## src/rtl/hmr_lockstep_ctrl.sv

```systemverilog
`default_nettype none
// ============================================================================
// Module      : hmr_lockstep_ctrl
// Description : Hybrid modular redundancy controller. Runs the cores in
//               independent, DMR (cores 0/1) or TMR (cores 0/1/2) mode. It
//               checks and votes the per-core output words combinationally,
//               and a halt/drain/resync/release controller recovers the
//               cores after a detected fault. It also keeps saturating
//               per-core fault counters and a sticky fatal state.
// Revision    : 1.0 - initial release
// ============================================================================
module hmr_lockstep_ctrl #(
    parameter int unsigned NumCores     = 3,
    parameter int unsigned DataWidth    = 64,
    parameter int unsigned ErrCntWidth  = 8,
    parameter int unsigned ResyncCycles = 4
) (
    input  logic                                   clk_i,
    input  logic                                   rst_ni,
    input  logic [1:0]                             mode_i,
    input  logic                                   mode_valid_i,
    output logic                                   mode_ready_o,
    output logic [1:0]                             mode_o,
    input  logic [NumCores-1:0][DataWidth-1:0]     core_data_i,
    input  logic [NumCores-1:0]                    core_valid_i,
    input  logic [NumCores-1:0]                    core_idle_i,
    output logic [NumCores-1:0][DataWidth-1:0]     sys_data_o,
    output logic [NumCores-1:0]                    sys_valid_o,
    output logic [NumCores-1:0]                    halt_o,
    output logic [NumCores-1:0]                    resync_o,
    input  logic                                   clear_i,
    output logic [NumCores-1:0]                    fault_core_o,
    output logic [NumCores-1:0][ErrCntWidth-1:0]   err_cnt_o,
    output logic                                   fatal_o
);

    localparam logic [1:0] C_MODE_IND = 2'd0;
    localparam logic [1:0] C_MODE_DMR = 2'd1;
    localparam logic [1:0] C_MODE_TMR = 2'd2;
    localparam int unsigned C_RCW = (ResyncCycles > 1) ? $clog2(ResyncCycles) : 1;

    typedef enum logic [2:0] {
        ST_RUN     = 3'd0,
        ST_DRAIN   = 3'd1,
        ST_RESYNC  = 3'd2,
        ST_RELEASE = 3'd3,
        ST_FATAL   = 3'd4
    } state_t;

    state_t                          r_state;
    logic [1:0]                      r_mode;
    logic [NumCores-1:0]             r_halt;
    logic [NumCores-1:0]             r_resync;
    logic                            r_fatal;
    logic [C_RCW-1:0]                r_rcnt;
    logic [NumCores-1:0]             r_fault;

    // Three-wide views so the checking logic reads the same for 2 or 3 cores
    logic [2:0][DataWidth-1:0]       w_data3;
    logic [2:0]                      w_valid3;
    logic [2:0][DataWidth:0]         w_word;
    logic [DataWidth:0]              w_maj;
    logic [2:0][DataWidth-1:0]       w_sys_data3;
    logic [2:0]                      w_sys_valid3;
    logic [2:0]                      w_inc3;
    logic [2:0]                      w_flt3;
    logic                            w_fault_evt;
    logic                            w_fatal_evt;
    logic                            w_ab, w_ac, w_bc;
    logic [NumCores-1:0]             w_part;
    logic                            w_part_idle;
    logic                            w_mode_legal;

    generate
        if (NumCores == 3) begin : g_three
            assign w_data3  = core_data_i;
            assign w_valid3 = core_valid_i;
        end else begin : g_two
            assign w_data3  = {{DataWidth{1'b0}}, core_data_i};
            assign w_valid3 = {1'b0, core_valid_i};
        end
    endgenerate

    assign w_word[0] = {w_valid3[0], w_data3[0]};
    assign w_word[1] = {w_valid3[1], w_data3[1]};
    assign w_word[2] = {w_valid3[2], w_data3[2]};
    assign w_ab  = (w_word[0] == w_word[1]);
    assign w_ac  = (w_word[0] == w_word[2]);
    assign w_bc  = (w_word[1] == w_word[2]);
    assign w_maj = (w_word[0] & w_word[1]) | (w_word[0] & w_word[2]) | (w_word[1] & w_word[2]);

    // Check/vote datapath and fault classification for the current mode
    always_comb begin
        w_sys_data3  = w_data3;
        w_sys_valid3 = w_valid3;
        w_inc3       = 3'b000;
        w_flt3       = 3'b000;
        w_fault_evt  = 1'b0;
        w_fatal_evt  = 1'b0;
        case (r_mode)
            C_MODE_DMR: begin
                w_sys_valid3[0] = w_valid3[0] & w_ab;
                w_sys_data3[1]  = '0;
                w_sys_valid3[1] = 1'b0;
                if (!w_ab) begin
                    // A two-way mismatch cannot say which core is wrong
                    w_inc3[1:0] = 2'b11;
                    w_fault_evt = 1'b1;
                end
            end
            C_MODE_TMR: begin
                w_sys_data3[0]  = w_maj[DataWidth-1:0];
                w_sys_valid3[0] = w_maj[DataWidth] & (w_ab | w_ac | w_bc);
                w_sys_data3[1]  = '0;
                w_sys_data3[2]  = '0;
                w_sys_valid3[1] = 1'b0;
                w_sys_valid3[2] = 1'b0;
                if (w_ab && !w_ac) begin
                    w_inc3[2] = 1'b1;
                    w_flt3[2] = 1'b1;
                    w_fault_evt = 1'b1;
                end else if (w_ac && !w_ab) begin
                    w_inc3[1] = 1'b1;
                    w_flt3[1] = 1'b1;
                    w_fault_evt = 1'b1;
                end else if (w_bc && !w_ab) begin
                    w_inc3[0] = 1'b1;
                    w_flt3[0] = 1'b1;
                    w_fault_evt = 1'b1;
                end else if (!w_ab && !w_ac && !w_bc) begin
                    w_fatal_evt = 1'b1;
                end
            end
            default: ;
        endcase
    end

    // Cores taking part in the current redundancy group
    always_comb begin
        w_part = '0;
        if (r_mode == C_MODE_DMR) begin
            w_part[1:0] = 2'b11;
        end else if (r_mode == C_MODE_TMR) begin
            w_part = '1;
        end
    end

    assign w_part_idle  = &(core_idle_i | ~w_part);
    assign w_mode_legal = (mode_i == C_MODE_IND) || (mode_i == C_MODE_DMR) ||
                          ((mode_i == C_MODE_TMR) && (NumCores == 3));

    assign sys_data_o   = w_sys_data3[NumCores-1:0];
    assign sys_valid_o  = w_sys_valid3[NumCores-1:0];
    assign mode_ready_o = (r_state == ST_RUN) && (&core_idle_i);
    assign mode_o       = r_mode;
    assign halt_o       = r_halt;
    assign resync_o     = r_resync;
    assign fatal_o      = r_fatal;
    assign fault_core_o = r_fault;

    // Recovery FSM with registered halt/resync/fatal and mode register
    always_ff @(posedge clk_i) begin
        if (!rst_ni) begin
            r_state  <= ST_RUN;
            r_mode   <= C_MODE_IND;
            r_halt   <= '0;
            r_resync <= '0;
            r_fatal  <= 1'b0;
            r_rcnt   <= '0;
        end else begin
            case (r_state)
                ST_RUN: begin
                    if (w_fatal_evt) begin
                        r_state <= ST_FATAL;
                        r_halt  <= w_part;
                        r_fatal <= 1'b1;
                    end else if (w_fault_evt) begin
                        r_state <= ST_DRAIN;
                        r_halt  <= w_part;
                    end
                    if (mode_valid_i && mode_ready_o && w_mode_legal) begin
                        r_mode <= mode_i;
                    end
                end
                ST_DRAIN: begin
                    if (w_part_idle) begin
                        r_state  <= ST_RESYNC;
                        r_resync <= w_part;
                        r_rcnt   <= C_RCW'(ResyncCycles - 1);
                    end
                end
                ST_RESYNC: begin
                    if (r_rcnt == '0) begin
                        r_state  <= ST_RELEASE;
                        r_resync <= '0;
                    end else begin
                        r_rcnt <= r_rcnt - 1'b1;
                    end
                end
                ST_RELEASE: begin
                    r_state <= ST_RUN;
                    r_halt  <= '0;
                end
                ST_FATAL: begin
                    if (clear_i) begin
                        r_state <= ST_RUN;
                        r_halt  <= '0;
                        r_fatal <= 1'b0;
                    end
                end
                default: begin
                    r_state  <= ST_RUN;
                    r_halt   <= '0;
                    r_resync <= '0;
                end
            endcase
        end
    end

    generate
        for (genvar gi = 0; gi < NumCores; gi++) begin : g_cnt
            // Saturating fault counter and sticky fault flag; clear wins
            always_ff @(posedge clk_i) begin
                if (!rst_ni || clear_i) begin
                    err_cnt_o[gi] <= '0;
                    r_fault[gi]   <= 1'b0;
                end else if (r_state == ST_RUN) begin
                    if (w_inc3[gi] && (err_cnt_o[gi] != '1)) begin
                        err_cnt_o[gi] <= err_cnt_o[gi] + 1'b1;
                    end
                    if (w_flt3[gi]) begin
                        r_fault[gi] <= 1'b1;
                    end
                end
            end
        end
    endgenerate

endmodule
`default_nettype wire

```

## config.mk

```make
export PLATFORM = sky130hd
export DESIGN_NAME = hmr_lockstep_ctrl
export DESIGN_NICKNAME = d
export VERILOG_FILES = /design/src/rtl/hmr_lockstep_ctrl.sv
export SDC_FILE = /design/constraint.sdc
export NUM_CORES = 1
export LEC_CHECK = 0
export ABC_AREA = 1
export CAP_MARGIN = 30
export CELL_PAD_IN_SITES_DETAIL_PLACEMENT = 0
export CELL_PAD_IN_SITES_GLOBAL_PLACEMENT = 2
export CORE_ASPECT_RATIO = 0.8
export CORE_MARGIN = 4
export CORE_UTILIZATION = 19
export CTS_CLUSTER_DIAMETER = 80
export DETAILED_ROUTE_END_ITERATION = 10
export PLACE_DENSITY = 0.86
export SLEW_MARGIN = 25
export SYNTH_ARGS = -nofsm -noshare
export SYNTH_HDL_FRONTEND = slang
export SYNTH_SLANG_ARGS = --single-unit
```

## constraint.sdc

```tcl
create_clock -name clk_i -period 2.2 [get_ports clk_i]
set_input_delay 0.33 -clock clk_i [delete_from_list [all_inputs] [get_ports clk_i]]
set_output_delay 0.33 -clock clk_i [all_outputs]
set_load 0.02 [all_outputs]
```

==> flow_metrics.py <==
metrics = {
    "logic_synthesis": {
        "seq_area_frac_synth_pct": 10.7,
        "ys_warn_count": 0,
        "synth_cells": 1143,
        "synth_nets": 1549,
        "netlist_area_um2": 7290,
        "synthTopCellsByArea": "ha_1, nand2_1, nor2_1",
        "synth_xor_area_share_pct": 1.68,
        "yosysTopAreaCellShare_pct": 34.7,
        "synth_top_cell_by_area": "ha_1",
        "ys_types": 40,
        "synthMuxAreaShare_pct": 0,
        "synth-seq-cells": 39,
        "synth_top_family_by_area": "adder cells",
        "syn_area_per_cell_um2": 6.38,
        "synthSimpleGateAreaFrac_pct": 34.1,
        "yosys.area_share.adder_pct": 34.7,
        "synth_compound_area_share_pct": 8.26,
    },
    "timing": {
        "rsz0062_at_grt": "yes",
        "finalCriticalPeriod_ns": 2.34,
        "period_share_pct": 106,
        "hold_viol": 0,
        "fmax_ghz": 0.428,
        "max_slew_margin_pct": 70.8,
        "setup_violations": 5,
        "fin_hold_ws_ns": 0.472,
        "finClkSkew_ns": 0.00700,
        "fin_ws_ns": -0.137,
        "worst_slew_pin_slew_ns": 0.436,
        "final_max_slew_viol_count": 0,
    },
    "status": {
        "violations": "negative setup slack",
        "status": "finished, violations left",
    },
    "critical_path": {
        "cp_slowest_cell": "or2_4",
        "reg2reg_depth": 10,
        "cp-endpoint": "sys_valid_o[0]",
        "cp-start-kind": "input pin",
        "cp-startpoint": "core_data_i[1]",
        "r2r_slack_ns": 0.27,
        "path_cells": "buf_8 > ha_4 > or2_4 > nor2_4 > nand2_2 > nor2_4 > nand3_4 > buf_6 > inv_6 > a31oi_4 > a21oi_2 > buf_6",
        "critPathArrivalTime_ns": 2.01,
        "critPathCaptureType": "output port",
        "rr_endpoint": "err_cnt_o[6]",
        "cp_slowest_stage_delay_ns": 0.27,
        "crit_fanout": 3,
        "cp.required_ns": 1.87,
        "path_class": "input pin to output port",
        "timing.rr.start": "mode_o[0]",
    },
    "die": {
        "num_rows": 63,
        "fp.coreArea_um2": 37400,
        "initial_core_util_pct": 19.5,
        "ios": 436,
        "design.die.area_um2": 41600,
        "fp.dieW_um": 227,
        "die_y_um": 183,
    },
    "power": {
        "p_leak_nw": 7.11,
        "power_density_nw_per_um2": 376,
        "ir_worst_vdd_v": 0.000275,
    },
    "route": {
        "wl_per_cell_um": 17.4,
        "viasPerCell": 4.33,
        "drt_first_pass_iters": 6,
        "drc": 0,
        "drt.antenna.violating_nets": 0,
        "drtIter0Drc": 288,
        "routed_wl_um": 36800,
        "vias": 9190,
    },
    "clock_network": {
        "postCtsHoldBufs": 0,
        "root_buffer": "clkbuf_16",
        "cts_buffer_depth": 2,
        "htreeDepth": 2,
        "cts_tree": "done",
        "worstSkewPairLatency_ns": 0.29,
        "clkTransAtPathRegs_ns": 0.06,
        "cts.sinks": 39,
        "numCtsBuffers": 5,
    },
    "global_routing": {
        "grtUsageTotal_pct": 16.3,
        "grt_pass1_vias": 9300,
        "grt_max_degree": 31,
        "overflow": 0,
        "antenna_found_initial": 3,
        "grt_pass1_wl_um": 53300,
    },
    "run": {
        "cap_violations": 0,
    },
    "place": {
        "dpl.hpwl_um": 30600,
        "pre_cts_ws_ns": -1.51,
        "io_buffers": 435,
        "gp_congestion": 0.847,
        "placed_cell_area_um2": 12800,
    },
    "layout": {
        "final_area_um2": 14400,
        "layout-drive-gt1-share_pct": 37.9,
        "nFillCells": 3957,
        "fin_nets": 2039,
        "area_growth_syn_to_layout_pct": 97.9,
        "antenna_cells": 0,
    },
    "hold_path": {
        "hold_path_class": "flip-flop to flip-flop",
        "hold_path_startpoint": "fault_core_o[2]",
    },
}
## worst min path at each step
stage                           end  slack, ns  depth (start not counted)
detailed placement  fault_core_o[2]       0.46                          2
global route        fault_core_o[1]       0.49                          1
global placement          r_rcnt[0]       0.44                          1
finish              fault_core_o[2]       0.47                          2
floorplan                 r_rcnt[0]       0.43                          1
CTS                       r_rcnt[0]       0.47                          1
## metrics by stage
| step | total power, mW | cells | util [%] | setup TNS [ns] |
|---|---|---|---|---|
| after floorplan | 2.50 | 1143 | - | -0.243 |
| after global placement | 4.30 | 2104 | 34.2 | -30.17 |
| after detailed placement | 4.32 | 2104 | 34.2 | -30.62 |
| after CTS | 5.20 | 2115 | 37.0 | -0.804 |
| after global routing | 5.88 | 2121 | 38.5 | -2.41 |
| final | 5.42 | 2121 | 38.5 | -0.170 |
## where the power goes
| part | total [mW] | internal [mW] | switching [mW] |
|---|---|---|---|
| Combinational | 3.69 | 1.57 | 2.11 |
| Clock | 0.879 | 0.565 | 0.315 |
| Sequential | 0.854 | 0.789 | 0.0650 |
## sequential cells by signal, summed over array words and instances, names as in the netlist
| signal | cells |
|---|---|
| resync_o | 2 |
| halt_o | 2 |
| mode_o | 2 |
| fatal_o | 1 |
| err_cnt_o | 24 |
| r_rcnt | 2 |
| r_state | 3 |
| fault_core_o | 3 |
## cells in the mapped netlist
cell type / instances
a211oi_1: 3
a21boi_4: 1
a21oi_1: 22
a21oi_2: 1
a31oi_1: 5
and2_0: 3
buf_1: 1
buf_2: 1
buf_4: 3
clkbuf_1: 27
clkinv_1: 1
clkinv_2: 1
dfxtp_1: 39
ha_1: 202
inv_1: 165
inv_2: 1
inv_4: 1
nand2_1: 227
nand2_2: 6
nand2_4: 2
nand3_1: 14
nand3_2: 3
nand3_4: 3
nand4_1: 15
nor2_1: 216
nor2_2: 3
nor2_4: 4
nor3_1: 73
nor3_2: 2
nor3_4: 1
nor3b_2: 1
o21a_1: 1
o21ai_0: 71
o21ai_1: 4
o21ai_2: 1
o21bai_2: 1
o31ai_1: 1
or2_1: 3
xnor2_1: 6
xor2_1: 8
## critical path, delay by kind of cell
| family | cells | cell delay (ns) |
|---|---|---|
| adders and majority gates | 1 | 0.22 |
| buffers and inverters | 4 | 0.43 |
| and+or+nand+nor | 5 | 0.74 |
| AOI/OAI and AO/OA | 2 | 0.27 |
## cells by family after synthesis
| kind of cell | after synthesis |
|---|---|
| adder cells (fa/ha/maj) | 202 |
| AO/OA/AOI/OAI | 111 |
| AND/OR/NAND/NOR | 576 |
| buffers and inverters | 201 |
| XOR/XNOR | 14 |
| flip-flops | 39 |
## per-layer routing
layer	share of wire [%]	global-route usage [%]
met1	42	19.7
met2	49	30.1
met3	7.4	4.34
met4	1.1	1.74
met5	0.098	0
## area by class of cell
| type | count | area (um^2) | share of cell area, % |
|---|---|---|---|
| well taps | 487 | 609 | 4.22 |
| flip-flops and latches | 39 | 782 | 5.42 |
| multi-input cells | 904 | 8040 | 55.7 |
| inverters | 169 | 649 | 4.50 |
| clock buffers | 6 | 139 | 0.963 |
| clock inverters | 2 | 35.0 | 0.243 |
| repair buffers | 514 | 4170 | 28.9 |
## placed cells by master, fill, tap and decap left out, drive strengths merged, types with 5 or more instances in the layout
| master | n |
|---|---|
| dlymetal6s2s | 39 |
| ha | 202 |
| a31oi | 5 |
| clkbuf | 62 |
| nand3 | 20 |
| dlygate4sd2 | 128 |
| buf | 226 |
| clkdlybuf4s15 | 21 |
| clkdlybuf4s50 | 44 |
| xor2 | 8 |
| dfxtp | 39 |
| xnor2 | 6 |
| inv | 168 |
| a21oi | 23 |
| nor2 | 223 |
| nand2 | 236 |
| o21ai | 76 |
| nand4 | 15 |
| nor3 | 76 |
## repair_timing
action	in CTS	in global routing
endpoints found under the setup margin	223	107
gates cloned	1	0
buffers inserted	6	8
pin swaps	225	143
gates resized for setup	979	374
(Power assumes the default switching activity.)
